## src/rtl/cc_ben_unit.sv

```systemverilog
// Condition-code and branch-enable unit: NZP flag decode, NZP register, BEN
// evaluation against the IR mask, and a small LIFO of saved NZP values.
module cc_ben_unit #(
  parameter int         WIDTH       = 16,
  parameter int         STACK_DEPTH = 4,
  parameter bit         BEN_FWD     = 1'b0,
  parameter logic [2:0] RESET_NZP   = 3'b000
) (
  input  logic                               clk,
  input  logic                               reset,
  input  logic [WIDTH-1:0]                   bus,
  input  logic                               ld_cc,
  input  logic                               ld_ben,
  input  logic [2:0]                         ir_nzp,
  input  logic                               cc_wr,
  input  logic [2:0]                         cc_wr_val,
  input  logic                               cc_push,
  input  logic                               cc_pop,
  input  logic                               err_clr,
  output logic [2:0]                         nzp,
  output logic                               ben,
  output logic                               stack_full,
  output logic                               stack_empty,
  output logic [$clog2(STACK_DEPTH+1)-1:0]   stack_depth,
  output logic                               stack_err
);

  localparam int DW = $clog2(STACK_DEPTH + 1);
  localparam int AW = (STACK_DEPTH > 1) ? $clog2(STACK_DEPTH) : 1;

  logic [2:0]    nzp_q;
  logic [2:0]    nzp_nxt;
  logic          ben_q;
  logic          err_q;
  logic [DW-1:0] cnt_q;
  logic [2:0]    stk [STACK_DEPTH];

  logic          empty;
  logic          full;
  logic          pop_ok;
  logic          cnt_inc;
  logic          cnt_dec;
  logic          wr_en;
  logic          err_set;
  logic [AW-1:0] top_idx;
  logic [AW-1:0] wr_idx;
  logic [2:0]    flags;
  logic [2:0]    ben_src;

  // Bus value is treated as two's complement: negative, zero or positive.
  function automatic logic [2:0] decode_flags(input logic signed [WIDTH-1:0] v);
    if (v == '0)
      return 3'b010;
    else if (v < 0)
      return 3'b100;
    else
      return 3'b001;
  endfunction

  always_comb begin
    empty   = (cnt_q == '0);
    full    = (cnt_q == DW'(STACK_DEPTH));
    top_idx = AW'(cnt_q - DW'(1));
    flags   = decode_flags(bus);

    // A pop on an empty stack is simply ignored; push+pop on a non-empty
    // stack is a swap of the top entry with the current NZP.
    pop_ok  = cc_pop & ~empty;
    cnt_inc = cc_push & ~full & (~cc_pop | empty);
    cnt_dec = cc_pop & ~cc_push & ~empty;
    wr_en   = cc_push & (cc_pop | ~full);
    wr_idx  = pop_ok ? top_idx : AW'(cnt_q);
    err_set = (cc_push & ~cc_pop & full) | (cc_pop & empty);

    if (pop_ok)
      nzp_nxt = stk[top_idx];
    else if (cc_wr)
      nzp_nxt = cc_wr_val;
    else if (ld_cc)
      nzp_nxt = flags;
    else
      nzp_nxt = nzp_q;

    ben_src = BEN_FWD ? nzp_nxt : nzp_q;
  end

  // Control state: NZP, BEN, entry count and the sticky error flag.
  always_ff @(posedge clk or negedge reset) begin
    if (!reset) begin
      nzp_q <= RESET_NZP;
      ben_q <= 1'b0;
      err_q <= 1'b0;
      cnt_q <= '0;
    end else begin
      nzp_q <= nzp_nxt;
      if (ld_ben)
        ben_q <= |(ir_nzp & ben_src);
      if (err_set)
        err_q <= 1'b1;
      else if (err_clr)
        err_q <= 1'b0;
      if (cnt_inc)
        cnt_q <= cnt_q + DW'(1);
      else if (cnt_dec)
        cnt_q <= cnt_q - DW'(1);
    end
  end

  // Saved-NZP storage carries no reset; only the count defines valid entries.
  always_ff @(posedge clk) begin
    if (reset && wr_en)
      stk[wr_idx] <= nzp_q;
  end

  assign nzp         = nzp_q;
  assign ben         = ben_q;
  assign stack_err   = err_q;
  assign stack_depth = cnt_q;
  assign stack_empty = empty;
  assign stack_full  = full;

endmodule

```

## config.mk

```make
export PLATFORM = sky130hd
export DESIGN_NAME = cc_ben_unit
export DESIGN_NICKNAME = d
export VERILOG_FILES = /design/src/rtl/cc_ben_unit.sv
export SDC_FILE = /design/constraint.sdc
export NUM_CORES = 1
export LEC_CHECK = 0
export CAP_MARGIN = 20
export CORE_MARGIN = 5
export CORE_UTILIZATION = 30
export CTS_BUF_LIST = sky130_fd_sc_hd__clkbuf_16
export DETAILED_ROUTE_END_ITERATION = 8
export GPL_TIMING_DRIVEN = 0
export MAX_ROUTING_LAYER = met4
export SETUP_SLACK_MARGIN = 0.02
export SLEW_MARGIN = 15
export SYNTH_ARGS = -nofsm -noshare
export SYNTH_HDL_FRONTEND = slang
export SYNTH_SLANG_ARGS = --single-unit
```

## constraint.sdc

```tcl
create_clock -name clk -period 2.6 [get_ports clk]
set_clock_uncertainty 0.15 [all_clocks]
set_input_delay 0.39 -clock clk [delete_from_list [all_inputs] [get_ports clk]]
set_output_delay 0.39 -clock clk [all_outputs]
set_load 0.005 [all_outputs]
```

==> impl_metrics.tcl, run 1 <==
set metrics [dict create \
    fmax_ghz 0.404 \
    core_area_um2 3660 \
    drt_pass1_iterations 4 \
    syn_area_per_cell_um2 11.8 \
    hold_viol_final 0 \
    finalMaxSlewViolations 0 \
    synth_edf_count 12 \
    placed_area_um2 1570 \
    slew-limit-headroom_pct 67.2 \
    crit_family "buffers and inverters" \
    yosys_most_used_dff "edfxtp_1" \
    fin_nets 176 \
    drv_cap 0 \
    antenna_left 0 \
    crit_fanout 9 \
    path_clk_slew_ps 60 \
    netlist_instances 96 \
    layout_common_cells "clkdlybuf4s50_1, edfxtp_1, o21ai_0, dfrtp_1, nor2_1" \
    worst-setup-path-type "flip-flop to primary output" \
    seq_area_um2 561 \
    hpwlAfterDp_um 2190 \
    yosysUniqueCellTypes 38 \
    drc 0 \
    vias 937 \
    critPathLaunchType "flip-flop" \
    synthArstFlopShare_pct 40.0 \
    ios 40 \
    grt_start_max_net_pins 13 \
    grt.overflow.total 0 \
    leakagePower_nw 0.663 \
    multi_input_area_um2 522 \
    ys_ff_latch 20 \
    r2r-end "stk[3][0]$_DFFE_PP_" \
    setup_tns_ps 0 \
    track_usage_pct 12.1 \
    end_kind "primary output" \
    fp.dieH_um 71.5 \
    cts_root_buf "clkbuf_16" \
    fillers 334 \
    path_cells "buf_6 -> clkinvlp_4 -> ha_1 -> clkbuf_4 -> nand2b_4 -> inv_1 -> clkdlybuf4s50_1" \
    wl_per_cell_um 15.5 \
    finalCritPeriodShare_pct 95.1 \
    drive_gt1_share_pct 12.7 \
    worst-path-buf-inv 5 \
    portBuffers 38 \
    ys_warn_count 0 \
    tritoncts "done" \
    diodes 0 \
    status "completed" \
    grt_pass1_wl_um 4640 \
    cts.sinks 20 \
    max_stage_delay_ps 430 \
    viasPerCell 4.93 \
    h-tree-depth 1 \
    gp_congestion 0.774 \
    worst_pin_slew_ps 490 \
    antenna_found_initial 0 \
    yosysTopAreaCellShare_pct 31.8 \
    syn_to_final_growth_pct 51.3 \
    power.density_nw_per_um2 1050 \
    numCtsBuffers 3 \
    min_path_type "input pin to async pin" \
    drt_iter0_drc 52 \
    syn_nets 129 \
    r2r_cells 8 \
    cts_buffer_depth 2 \
    start_util_pct 31.0 \
    ir_drop_mv 0.538 \
    cp_slowest_cell "clkdlybuf4s50_1" \
    synth_seq_area_share_pct 49.4 \
    worst_ep_arrival_time_ps 1930 \
    finalSetupViolations 0 \
    final_area_um2 1720 \
    die_w_um 71.5 \
    synthTopCellsByArea "edfxtp_1, dfrtp_1, mux4_1, o21ai_0, ha_1" \
    drt_wl_total_um 2950 \
    netlist_area_um2 1130 \
    final.min_clock_period_ps 2470 \
    insertion_delay_ps 250 \
    rsz0062_at_grt "false" \
    final_common_cell "clkdlybuf4s50_1" \
    grt_pass1_vias 991 \
    r2r-start "stack_depth[0]$_DFFE_PN0P_" \
    cp.required_ps 2060 \
    rows 22 \
    dieArea_um2 5110 \
    yosys.area.top_type "edfxtp_1" \
    r2r_setup_slack_ps 230 \
]
[metal layers]
layer  global-route usage (%)  vias to the layer above  share of wire, %
li1                         -                      463                 -
met1                     14.6                      442                43
met2                     20.3                       30                51
met3                     3.51                        2               5.4
met4                     1.88                        0              0.44
met5                        -                        -                 0
[repair_timing]
action | CTS | global route
endpoints found under the setup margin | 0 | 2
buffers inserted | 0 | 4
gates resized for setup | 0 | 3
hold buffers | 0 | 0
[report_power, final]
part	total (mW)	internal, mW	switching (mW)
sequential	0.554	0.466	0.0875
combinational	0.827	0.458	0.369
clock	0.425	0.306	0.119
[synthesized netlist by cell type (all sizes together), types with 3 or more instances]
library cell / number
edfxtp: 12
nor2: 6
o21ai: 8
dfrtp: 8
buf: 3
mux2i: 3
nand2: 6
nand2b: 3
nor4: 4
mux4: 3
ha: 3
inv: 6
nor2b: 4
[logic make-up (layout without fill, tap and decap cells)]
family / Yosys count / count (layout) / synth area share, %
buf+inv: 10 / 56 / 4.52
simple gates: 30 / 30 / 15.7
fa+ha+maj: 3 / 3 / 3.31
mux: 8 / 8 / 11.3
compound gates: 23 / 23 / 14.2
xor+xnor: 2 / 2 / 1.55
flops: 20 / 20 / 49.4
[area by class of cell]
type                    instances  share of cell area (%)
multi-input cells              66                    30.4
clock inverters                 1                    1.75
well taps                      48                    3.50
repair buffers                 42                    23.9
flip-flops and latches         20                    32.7
clock buffers                   3                    4.38
plain buffers                   4                    1.82
inverters                       6                    1.53
[metrics by stage]
| step | instances | setup slack [ps] | power [mW] | hold WS [ps] | utilization [%] |
|---|---|---|---|---|---|
| after floorplan | 96 | 440 | 0.993 | -55.6 | - |
| after global placement | 182 | 115 | 1.31 | 345 | 43.0 |
| after detailed placement | 182 | 91.5 | 1.32 | 361 | 43.0 |
| after CTS | 186 | 21.9 | 1.76 | 339 | 45.9 |
| after global routing | 190 | 31.6 | 1.92 | 354 | 46.9 |
| final | 190 | 127 | 1.80 | 316 | 46.9 |
[how the worst max path moves through the flow]
stage	start	slack (ps)	cells after the start	to
finish	stack_depth[0]$_DFFE_PN0P_	130	7	stack_empty
CTS	stack_depth[0]$_DFFE_PN0P_	20	7	stack_empty
detailed placement	reset	90	4	stk[3][1]$_DFFE_PP_
floorplan	stack_depth[0]$_DFFE_PN0P_	440	8	stk[3][0]$_DFFE_PP_
global placement	reset	110	4	stk[1][1]$_DFFE_PP_
global route	stack_depth[1]$_DFFE_PN0P_	30	6	stack_empty
[registers in the layout (all words and copies together), names as in the netlist]
signal	flops
stk	12
nzp	3
stack_depth	3
ben	1
stack_err	1
(Power assumes the default switching activity.)
==> run 2, diff against run 1 <==
--- a/config.mk
+++ b/config.mk
@@ -7,11 +7,12 @@
 export LEC_CHECK = 0
 export CAP_MARGIN = 20
 export CORE_MARGIN = 5
-export CORE_UTILIZATION = 30
+export CORE_UTILIZATION = 40
 export CTS_BUF_LIST = sky130_fd_sc_hd__clkbuf_16
 export DETAILED_ROUTE_END_ITERATION = 8
 export GPL_TIMING_DRIVEN = 0
 export MAX_ROUTING_LAYER = met4
+export PLACE_DENSITY = 0.72
 export SETUP_SLACK_MARGIN = 0.02
 export SLEW_MARGIN = 15
 export SYNTH_ARGS = -nofsm -noshare
==> run 2 against run 1 <==
Net effect: via count fell by 1.6%; register-to-register slack better by 40 ps; combinational power down 7.7%; non-clock buffer count is 4 lower; critical path depth unchanged; sequential share of layout area is 1.0 points higher; critical endpoint unchanged.
==> impl_metrics.tcl, run 2 (synthesis gave the netlist of run 1 again) <==
set metrics [dict create \
    fin_total_pwr_mw 1.73 \
    syn_to_final_growth_pct 46.8 \
    rows 19 \
    regMostFlops "stk" \
    utilization_pct 60.9 \
    final_common_cell "clkdlybuf4s50_1" \
    diodes 0 \
    gp_congestion 0.853 \
    power.density_nw_per_um2 1040 \
    fmax_ghz 0.405 \
    critPathLaunchType "flip-flop" \
    grt.overflow.total 0 \
    finalCritPeriodShare_pct 95.0 \
    grt_pass1_vias 986 \
    h-tree-depth 1 \
    insertion_delay_ps 250 \
    start_util_pct 41.5 \
    largest_register_ffs 12 \
    cp.required_ps 2060 \
    grt_most_used_layer "met2" \
    portBuffers 38 \
    antenna_left 0 \
    drc 0 \
    cts.sinks 20 \
    finalMaxSlewViolations 0 \
    finalSetupViolations 0 \
    viasPerCell 5.46 \
    drt_iter0_drc 53 \
    setup_tns_ps 0 \
    layout_common_cells "clkdlybuf4s50_1, edfxtp_1, o21ai_0, dfrtp_1, nor2_1" \
    crit_start "stack_depth[0]$_DFFE_PN0P_" \
    fin_cells 169 \
    wl_per_cell_um 16.0 \
    crit_fanout 9 \
    r2r-start "stack_depth[0]$_DFFE_PN0P_" \
    dieArea_um2 4000 \
    met1_usage_pct 19.0 \
    end_kind "primary output" \
    fillers 221 \
    drive_gt1_share_pct 10.1 \
    grt_pass1_wl_um 4700 \
    ios 40 \
    placed_area_um2 1550 \
    track_usage_pct 15.2 \
    fp.dieH_um 63.2 \
    worst-setup-path-type "flip-flop to primary output" \
    drt_pass1_iterations 4 \
    worst_pin_slew_ps 465 \
    status "completed" \
    core_area_um2 2730 \
    vias 922 \
    grt_util_met3_pct 3.91 \
    antenna_found_initial 0 \
    path_clk_slew_ps 50 \
    hpwlAfterDp_um 2120 \
    worst_ep_arrival_time_ps 1930 \
    numCtsBuffers 3 \
    slew-limit-headroom_pct 68.9 \
    fin_nets 172 \
    rsz0062_at_grt "false" \
    tritoncts "done" \
    die_w_um 63.2 \
    drv_cap 0 \
    met2_usage_pct 24.4 \
    drt_wl_total_um 2710 \
    grt_start_max_net_pins 13 \
    leakagePower_nw 0.644 \
    dp.cells 165 \
    min_path_type "input pin to async pin" \
    final.min_clock_period_ps 2470 \
    ir_drop_mv 0.785 \
    cts_buffer_depth 2 \
    hold_viol_final 0 \
    final_area_um2 1660 \
    cts_root_buf "clkbuf_16" \
]
run 2: cell types whose count changed in the layout (fill, tap and decap cells not counted), sizes merged:
cell,change
buf,-4
run 2: worst paths after layout:
path                            cells after the start                    endpoint  slack (ps)
min in group clk                                    1       stack_err$_DFFE_PN0P_         360
worst max-delay path                                7                 stack_empty         130
worst min register to register                      1       stack_err$_DFFE_PN0P_         360
worst min-delay path                                1          nzp[2]$_DFFE_PN0P_         310
worst max register to register                      8         stk[3][0]$_DFFE_PP_         270
max in group asynchronous                           1  stack_depth[0]$_DFFE_PN0P_        1680
run 2: where the power goes:
part | switching [mW] | internal (mW) | total, mW | leakage (nW)
logic | 0.343 | 0.420 | 0.763 | 0.388
clock network | 0.114 | 0.305 | 0.420 | 0.0511
registers | 0.0841 | 0.466 | 0.550 | 0.204
run 2: layer usage:
metal / up-vias / routed length, um
li1: 456 / -
met1: 435 / 1150
met2: 27 / 1410
met3: 4 / 109
met4: 0 / 37
met5: - / 0
run 2: layout make-up:
cell class / count / area [um2] / area share [%]
clock inverters: 1 / 30.0 / 1.80
multi-input cells: 66 / 522 / 31.4
plain buffers: 4 / 31.3 / 1.88
well taps: 31 / 38.8 / 2.33
clock buffers: 3 / 75.1 / 4.51
repair buffers: 38 / 380 / 22.9
inverters: 6 / 26.3 / 1.58
flip-flops and latches: 20 / 561 / 33.7
run 2: critical path: stages (launching register included):
cell	delay, ps
dfrtp_1	380
buf_6	160
clkinvlp_4	140
ha_1	220
clkbuf_4	180
nand2b_4	120
inv_1	50
clkdlybuf4s50_1	440
run 2: through the flow:
stage,hold slack [ps],setup WS [ps]
6_report,308,129
5_1_grt,342,7.19
4_1_cts,319,44.7
3_5_place_dp,357,125
3_3_place_gp,342,179
2_1_floorplan,-55.6,440
run 2: what timing repair did:
action | CTS | global route
setup endpoints to repair | 0 | 2
gates resized for setup | 0 | 3
hold buffers | 0 | 0
setup buffers | 0 | 0
